$ cat src/rtl/tpu_sram_pkg.sv
// tpu_sram_pkg: shared state encoding and default parameters for the SRAM read streamer
package tpu_sram_pkg;
  localparam int DEF_DATA_WIDTH = 32;
  localparam int DEF_DEPTH      = 1024;
  localparam int DEF_LEN_WIDTH  = 16;
  localparam int DEF_FIFO_DEPTH = 4;
  typedef enum logic [1:0] {IDLE, ISSUE, DRAIN, FINISH} rd_stream_state_e;
endpackage

$ cat src/rtl/tpu_stream_fifo.sv
// tpu_stream_fifo: synchronous first-word-fall-through FIFO with occupancy count
module tpu_stream_fifo #(
  parameter int WIDTH = 32,
  parameter int DEPTH = 4,
  localparam int AW = $clog2(DEPTH),
  localparam int CW = $clog2(DEPTH + 1)
) (
  input  logic             clk,
  input  logic             rst_n,
  input  logic             push_i,
  input  logic [WIDTH-1:0] data_i,
  input  logic             pop_i,
  output logic [WIDTH-1:0] data_o,
  output logic             empty_o,
  output logic [CW-1:0]    count_o
);
  logic [WIDTH-1:0] mem_q [DEPTH];
  logic [AW-1:0] wr_q, rd_q;
  logic [CW-1:0] cnt_q;
  logic do_push, do_pop;
  assign empty_o = cnt_q == '0;
  assign do_pop  = pop_i && !empty_o;
  assign do_push = push_i && (cnt_q != CW'(DEPTH) || do_pop);
  assign data_o  = mem_q[rd_q];
  assign count_o = cnt_q;
  always_ff @(posedge clk)
    if (do_push) mem_q[wr_q] <= data_i;
  always_ff @(posedge clk or negedge rst_n)
    if (!rst_n) begin
      wr_q  <= '0;
      rd_q  <= '0;
      cnt_q <= '0;
    end else begin
      if (do_push) wr_q <= wr_q + 1'b1;
      if (do_pop) rd_q <= rd_q + 1'b1;
      cnt_q <= cnt_q + CW'(do_push) - CW'(do_pop);
    end
endmodule

$ cat src/rtl/tpu_sram_rd_streamer.sv
// tpu_sram_rd_streamer: turns strided burst descriptors into SRAM reads and a
// back-pressured beat stream, throttling reads so returning data always has a FIFO slot.
module tpu_sram_rd_streamer
  import tpu_sram_pkg::*;
#(
  parameter int DATA_WIDTH = DEF_DATA_WIDTH,
  parameter int DEPTH      = DEF_DEPTH,
  parameter int ADDR_WIDTH = $clog2(DEPTH),
  parameter int LEN_WIDTH  = DEF_LEN_WIDTH,
  parameter int FIFO_DEPTH = DEF_FIFO_DEPTH
) (
  input  logic                  clk,
  input  logic                  rst_n,
  input  logic                  cmd_valid,
  output logic                  cmd_ready,
  input  logic [ADDR_WIDTH-1:0] cmd_base,
  input  logic [ADDR_WIDTH-1:0] cmd_stride,
  input  logic [LEN_WIDTH-1:0]  cmd_len,
  output logic                  sram_rd_en,
  output logic [ADDR_WIDTH-1:0] sram_rd_addr,
  input  logic [DATA_WIDTH-1:0] sram_rd_data,
  input  logic                  sram_rd_valid,
  output logic                  out_valid,
  input  logic                  out_ready,
  output logic [DATA_WIDTH-1:0] out_data,
  output logic                  out_last,
  output logic                  busy,
  output logic                  done
);
  localparam int CW = $clog2(FIFO_DEPTH + 1);
  localparam logic [CW:0] FD = (CW + 1)'(FIFO_DEPTH);
  rd_stream_state_e state_q;
  logic [ADDR_WIDTH-1:0] addr_q, stride_q;
  logic [LEN_WIDTH-1:0] len_q, issued_q, beat_q;
  logic [CW-1:0] outst_q, fifo_cnt;
  logic [DATA_WIDTH-1:0] head;
  logic [CW:0] credit;
  logic push, pop, empty;
  tpu_stream_fifo #(.WIDTH(DATA_WIDTH), .DEPTH(FIFO_DEPTH)) u_fifo (
    .clk(clk), .rst_n(rst_n), .push_i(push), .data_i(sram_rd_data),
    .pop_i(pop), .data_o(head), .empty_o(empty), .count_o(fifo_cnt)
  );
  // Data returning without a matching outstanding read (e.g. across a reset) is dropped.
  assign push = sram_rd_valid && outst_q != '0;
  assign pop = out_valid && out_ready;
  // A slot freed by this cycle's pop is reusable: the read issued now lands next cycle at the earliest.
  assign credit = {1'b0, outst_q} + {1'b0, fifo_cnt} - {{CW{1'b0}}, pop};
  assign sram_rd_en = state_q == ISSUE && credit < FD;
  assign sram_rd_addr = addr_q;
  assign out_valid = !empty;
  assign out_data = empty ? '0 : head;
  assign out_last = out_valid && beat_q == len_q - 1'b1;
  assign busy = state_q != IDLE;
  assign done = state_q == FINISH;
  assign cmd_ready = rst_n && state_q == IDLE;
  always_ff @(posedge clk or negedge rst_n)
    if (!rst_n) begin
      state_q  <= IDLE;
      addr_q   <= '0;
      stride_q <= '0;
      len_q    <= '0;
      issued_q <= '0;
      beat_q   <= '0;
      outst_q  <= '0;
    end else begin
      outst_q <= outst_q + CW'(sram_rd_en) - CW'(push);
      if (pop) beat_q <= beat_q + 1'b1;
      case (state_q)
        IDLE: if (cmd_valid) begin
          addr_q   <= cmd_base;
          stride_q <= cmd_stride;
          len_q    <= cmd_len;
          issued_q <= '0;
          beat_q   <= '0;
          state_q  <= cmd_len == '0 ? FINISH : ISSUE;
        end
        ISSUE: if (sram_rd_en) begin
          addr_q   <= addr_q + stride_q;
          issued_q <= issued_q + 1'b1;
          if (issued_q == len_q - 1'b1) state_q <= DRAIN;
        end
        DRAIN: if (pop && out_last) state_q <= FINISH;
        default: state_q <= IDLE;
      endcase
    end
endmodule

$ cat config.mk
export PLATFORM = sky130hd
export DESIGN_NAME = tpu_sram_rd_streamer
export DESIGN_NICKNAME = d
export VERILOG_FILES = /design/src/rtl/tpu_sram_pkg.sv /design/src/rtl/tpu_stream_fifo.sv /design/src/rtl/tpu_sram_rd_streamer.sv
export SDC_FILE = /design/constraint.sdc
export NUM_CORES = 1
export LEC_CHECK = 0
export ABC_CLOCK_PERIOD_IN_PS = 4900
export CELL_PAD_IN_SITES_DETAIL_PLACEMENT = 2
export CELL_PAD_IN_SITES_GLOBAL_PLACEMENT = 2
export CORE_ASPECT_RATIO = 1.75
export CORE_MARGIN = 5
export CORE_UTILIZATION = 38
export CTS_BUF_LIST = sky130_fd_sc_hd__clkbuf_4 sky130_fd_sc_hd__clkbuf_8 sky130_fd_sc_hd__clkbuf_16
export DETAILED_ROUTE_END_ITERATION = 10
export PLACE_DENSITY_LB_ADDON = 0.1
export SLEW_MARGIN = 15
export SYNTH_ARGS = -nofsm -noshare
export SYNTH_HDL_FRONTEND = slang
export SYNTH_SLANG_ARGS = --single-unit
$ cat constraint.sdc
create_clock -name clk -period 4.9 [get_ports clk]
set_clock_uncertainty 0.05 [all_clocks]
set_input_delay 1.47 -clock clk [delete_from_list [all_inputs] [get_ports clk]]
set_output_delay 1.47 -clock clk [all_outputs]
set_load 0.05 [all_outputs]
=== Word-level counts from Yosys, hierarchy flattened ===
Memory sizes are Yosys's and may differ from the RTL's.
Index checks and enable logic that the tools add are counted.

* Add/sub/neg operators: 12
* Magnitude comparators: 1
* Equal/unequal tests: 10
* Multiplexer cells: 18
* Reductions and logical operators: 19

{| class="wikitable"
|+ Operator list
! operator !! number
|-
| 2-to-1 mux 16 bit || 5
|-
| adder 16 x 1 -> 16 bit (second input constant) || 2
|-
| equality test 16 bit || 2
|-
| 2-to-1 mux 32 bit || 1
|-
| one-hot mux 16 bit (2 select lines) || 1
|-
| 2-to-1 mux 10 bit || 2
|-
| one-hot mux 10 bit (2 select lines) || 1
|-
| logical NOT 16 bit || 1
|-
| subtractor 16 x 1 -> 16 bit (second input constant) || 1
|-
| adder 10 bit || 1
|-
| 2-to-1 mux 2 bit || 5
|-
| logical AND 1 bit || 8
|-
| adder 3 x 1 -> 3 bit || 2
|-
| != test 2 bit (second input constant) || 3
|-
| one-hot mux 2 bit (3 select lines) || 1
|-
| subtractor 3 x 1 -> 3 bit || 2
|-
| adder 2 x 1 -> 2 bit (second input constant) || 2
|-
| adder 3 x 3 -> 4 bit || 1
|-
| equality test 2 bit (second input constant) || 2
|-
| < comparator 4 x 3 -> 1 bit (second input constant) || 1
|-
| AND reduction 4 bit || 1
|-
| nonzero test 2 bit || 2
|-
| subtractor 4 x 1 -> 4 bit || 1
|-
| logical NOT 3 bit || 1
|-
| other kinds (10) || 11
|}

* Flip-flop bits (word level): 80
* RAM bits: 128
* Input port bits: 73
* Output and inout port bits: 48
* Word-level logic and storage cells: 71
* Memories: 1

{| class="wikitable"
|+ Memory list
! name !! words !! bits a word !! rd ports !! clocked after Yosys merged registers in !! write ports !! RTL line !! RTL
|-
| u_fifo.mem_q || 4 || 32 || 1 || 0 || 1 || tpu_stream_fifo.sv:17 || <nowiki>logic [WIDTH-1:0] mem_q [DEPTH];</nowiki>
|}

=== Depth between registers and ports, before layout ===
* Word-level depth: 8
* Depth in mapped cells: 14
* Depth with buffers taken out: 13

=== By module ===
From an unflattened synthesis, not the netlist that was laid out.

* Cells, all modules: 817
* Area, all modules: 10159.7 um^2

{| class="wikitable"
|+ Modules (own cells, without submodules)
! module !! times used !! cells each !! area each (um^2) !! seq. area each (um^2)
|-
| tpu_sram_rd_streamer || 1 || 614 || 5124.9 || 1826.8
|-
| tpu_stream_fifo || 1 || 203 || 5034.8 || 4018.9
|}

=== Least setup slack after synthesis ===
Ideal clock, no wire load.

* Path kind: register -> output
* From: reg len_q[0]
* To: out out_last
* Data arrival time: 4.071 ns
* Data required time: 3.380 ns
* Setup slack: -0.691 ns
* Stages on the path, launching flop included: 11
* Path buffers: 2
* Cell sequence: dfrtp_1 -> buf_2 -> inv_1 -> ha_1 -> buf_2 -> or4b_4 -> nor2_1 -> o311ai_0 -> and4_1 -> or4_1 -> nor4b_1

* Word-level cells in the longest chain between the ends: 3

{| class="wikitable"
|+ Ends and longest elaborated chain
! element !! RTL line !! RTL
|-
| start: declaration || tpu_sram_rd_streamer.sv:34 || <nowiki>logic [LEN_WIDTH-1:0] len_q, issued_q, beat_q;</nowiki>
|-
| start signal: assignment || tpu_sram_rd_streamer.sv:72 || <nowiki>len_q <= cmd_len;</nowiki>
|-
| subtractor 16 x 1 -> 16 bit || tpu_sram_rd_streamer.sv:52 || <nowiki>assign out_last = out_valid && beat_q == len_q - 1'b1;</nowiki>
|-
| equality test 16 bit || tpu_sram_rd_streamer.sv:52 ||
|-
| logical AND 1 bit || tpu_sram_rd_streamer.sv:52 ||
|-
| end: declaration || tpu_sram_rd_streamer.sv:26 || <nowiki>output logic out_last,</nowiki>
|}

Every way passes these cells.

=== Worst setup path after layout ===
Ends and elaborated chain as after synthesis.

==> out/qor.yml <==
drt:
  drtIter0Drc: 228
  detail_route.vias_per_cell: 5.477
  drtPass1Iterations: 4
  wl_met2_mm: 18.23
  ant_nets: 0
  top_layer: "met5"
  post_drt_wl_per_cell_um: 23.30
  drc_errors: 0
  vias: 7344
  wl_met1_mm: 10.49
  routed-wl-met3_mm: 1.334
  detail_route.wirelength_mm: 31.24
global_route:
  grt_pass1_vias: 8732
  grt_pass1_wl_mm: 49.29
  grt_max_degree: 56
  antenna_found_initial: 1
  grt_overflow: 0
  track_usage_pct: 20.76
synth:
  synth.area.mux_share_pct: 7.967
  synth_adder_area_share_pct: 4.075
  synthSimpleGateAreaFrac_pct: 15.51
  syn_area_per_cell_sq_um: 12.00
  yosys-top-cells-count: "128 x edfxtp_1, 106 x nand2_1, 80 x dfrtp_1"
  yosys-top-cells-area: "edfxtp_1 37%, dfrtp_1 19%, mux4_2 7.0%, nand2_1 3.9%, ha_1 3.4%"
  ys_seq_area_share_pct: 56.66
  yosys_register_bits: 208
  synth_top_family_by_area: "simple AND/OR/NAND/NOR gates"
  ys_warn_count: 0
  synth-xor-area-share_pct: 6.039
  synth-main-ff-cell: "edfxtp_1"
  yosysTopAreaCell: "edfxtp_1"
  synth_cells: 860
  synth_compound_area_share_pct: 6.573
  syn_area_sq_um: 10320
  yosysUniqueCellTypes: 63
  syn_nets: 964
  post-synth-top-area-fraction_pct: 37.25
  async_flop_share_pct: 38.46
  synth_edf_count: 128
  yosysMostFrequentCell: "edfxtp_1"
die:
  die_y_um: 228.0
  start_util_pct: 38.66
  dieArea_sq_um: 30680
  io_pins: 121
  num_rows: 79
  die_w_um: 134.6
  coreArea_sq_um: 26690
sta:
  finalSetupViolCount: 0
  fmax_ghz: 0.2082
  period_share_pct: 98.04
  hold_viol: 0
  layout_min_cycle_time_ps: 4804
  rsz0062_at_grt: "true"
  tightest_slew_ps: 798.3
  drv_slew: 0
  relSlewSlack_pct: 46.29
  timing.final.ws_setup_ps: 95.96
min_path:
  holdPathStages: 2
  holdCritPathClass: "flop to flop"
clock_network:
  clock_sinks: 208
  clk_latency_ps: 520
  cts_root_buf: "clkbuf_16"
  ctsHoldBuffers: 0
  htreeDepth: 1
  clk_pin_slew_ps: 60
  cts_max_path_buffers: 3
  cts_buffers: 22
  cts_tree: "yes"
place:
  portBuffers: 120
  hpwl_mm: 23.04
  globalplace.congestion: 0.8525
  pre_cts_slack_ps: -92.09
critical_path:
  worstPathRequired_ps: 3380
  r2r_cells: 12
  rrSetupSlack_ps: 960
  arrival_ps: 3280
  crit_fanout: 7
  endpoint_kind: "output pin"
  startpoint_type: "flop"
  worstSetupPathType: "flop to output pin"
run:
  drv_cap: 0
final_layout:
  fillers: 2584
  antennaDiodeCount: 0
  area_growth_pct: 26.09
  drive_above_1_share_pct: 14.55
  final_nets: 1105
  finish.utilization_pct: 48.74
outcome:
  status: "finished, final reports clean"
power:
  power_leakage_nw: 4.997
  peakVddDrop_v: 0.0004135
  power_density_nw_per_um2: 720.9
-- worst max-delay path, cell delays in order (launching register included) --
cell and delay [ps]:
dfrtp_2 460, inv_2 100, ha_4 120, or4b_4 510
buf_6 150, a211oi_2 210, nand4_1 140, or4_4 590
nor4b_4 320, buf_12 180
-- path summary, 6_finish.rpt --
| kind | start | to |
|---|---|---|
| max in group asynchronous | rst_n | u_fifo.rd_q[0]$_DFFE_PN0P_ |
| min in group asynchronous | rst_n | u_fifo.wr_q[0]$_DFFE_PN0P_ |
| worst max-delay path | len_q[0]$_DFFE_PN0P_ | out_last |
| worst min register to register | stride_q[5]$_DFFE_PN0P_ | stride_q[5]$_DFFE_PN0P_ |
| worst max register to register | len_q[0]$_DFFE_PN0P_ | state_q[1]$_DFFE_PN0P_ |
| worst min-delay path | stride_q[5]$_DFFE_PN0P_ | stride_q[5]$_DFFE_PN0P_ |
-- through the flow --
| step | hold slack (ps) | total power, mW | TNS (ps) | area [sq um] | std cells |
|---|---|---|---|---|---|
| after floorplan | 399.7 | 5.843 | -19.53 | 10330 | 860 |
| after global placement | 413.5 | 7.298 | -50.71 | 12050 | 1292 |
| after detailed placement | 425.7 | 7.537 | -194.7 | 12050 | 1292 |
| after CTS | 441.9 | 9.456 | 0 | 12900 | 1335 |
| after global routing | 468.4 | 9.960 | -51.80 | 13010 | 1341 |
| final | 437.1 | 9.378 | 0 | 13010 | 1341 |
-- power breakdown --
group | switching, mW | internal (mW)
Sequential | 0.362 | 2.33
Clock | 0.720 | 1.07
Combinational | 2.97 | 1.92
-- metal layers --
layer  up-vias  GRT usage (%)
li1       3361              -
met3        68          4.119
met4         2          7.452
met5         -              0
met2       154          41.69
met1      3759          20.33
-- registers in the layout, summed over array words and instances (netlist names), 3 cells and up --
signal / flops
issued_q: 16
sram_rd_addr: 10
u_fifo.mem_q: 128
stride_q: 10
beat_q: 16
outst_q: 3
u_fifo.count_o: 3
len_q: 16
-- area by class of cell --
class	count	area, sq um	area share (%)
Clock buffer	27	624.3	4.799
Timing Repair Buffer	165	1592	12.23
Sequential cell	208	5848	44.96
Inverter	35	131.4	1.010
Tap cell	324	405.4	3.116
Multi-Input combinational cell	569	4248	32.65
Clock inverter	13	160.2	1.231
-- repair_timing --
action / in CTS / in global routing
gates resized for setup: 9 / 14
pin swaps: 2 / 10
buffers inserted: 3 / 6
setup endpoints to repair: 2 / 2
hold endpoints to repair: 0 / 0
-- cell usage in the layout (no fill, tap or decap), types with 9 or more instances in the layout --
| master | synthesis | layout |
|---|---|---|
| nand4_1 | 14 | 14 |
| a21oi_1 | 27 | 26 |
| nor3_1 | 21 | 17 |
| xnor2_1 | 38 | 38 |
| a31oi_1 | 11 | 10 |
| nor4_1 | 10 | 9 |
| o21ai_0 | 23 | 23 |
| clkbuf_16 | 0 | 23 |
| edfxtp_1 | 128 | 128 |
| buf_4 | 1 | 42 |
| dfrtp_1 | 80 | 78 |
| xor2_1 | 28 | 28 |
| mux2i_1 | 9 | 9 |
| nor2b_1 | 39 | 38 |
| nand2_1 | 106 | 106 |
| ha_1 | 28 | 26 |
| nand3_1 | 13 | 13 |
| clkdlybuf4s50_1 | 0 | 116 |
| and3_1 | 9 | 9 |
| inv_1 | 35 | 33 |
| mux4_2 | 32 | 32 |
| nor2_1 | 74 | 72 |
-- cell families (layout without fill, tap and decap cells) --
kind of cell | Yosys count | count (layout)
AO/OA/AOI/OAI | 99 | 99
flip-flops | 208 | 208
AND/OR/NAND/NOR | 328 | 328
adder cells (fa/ha/maj) | 32 | 32
buffers and inverters | 83 | 240
multiplexers | 42 | 42
XOR/XNOR | 68 | 68
Note: power is estimated with default switching activity, not from simulation.
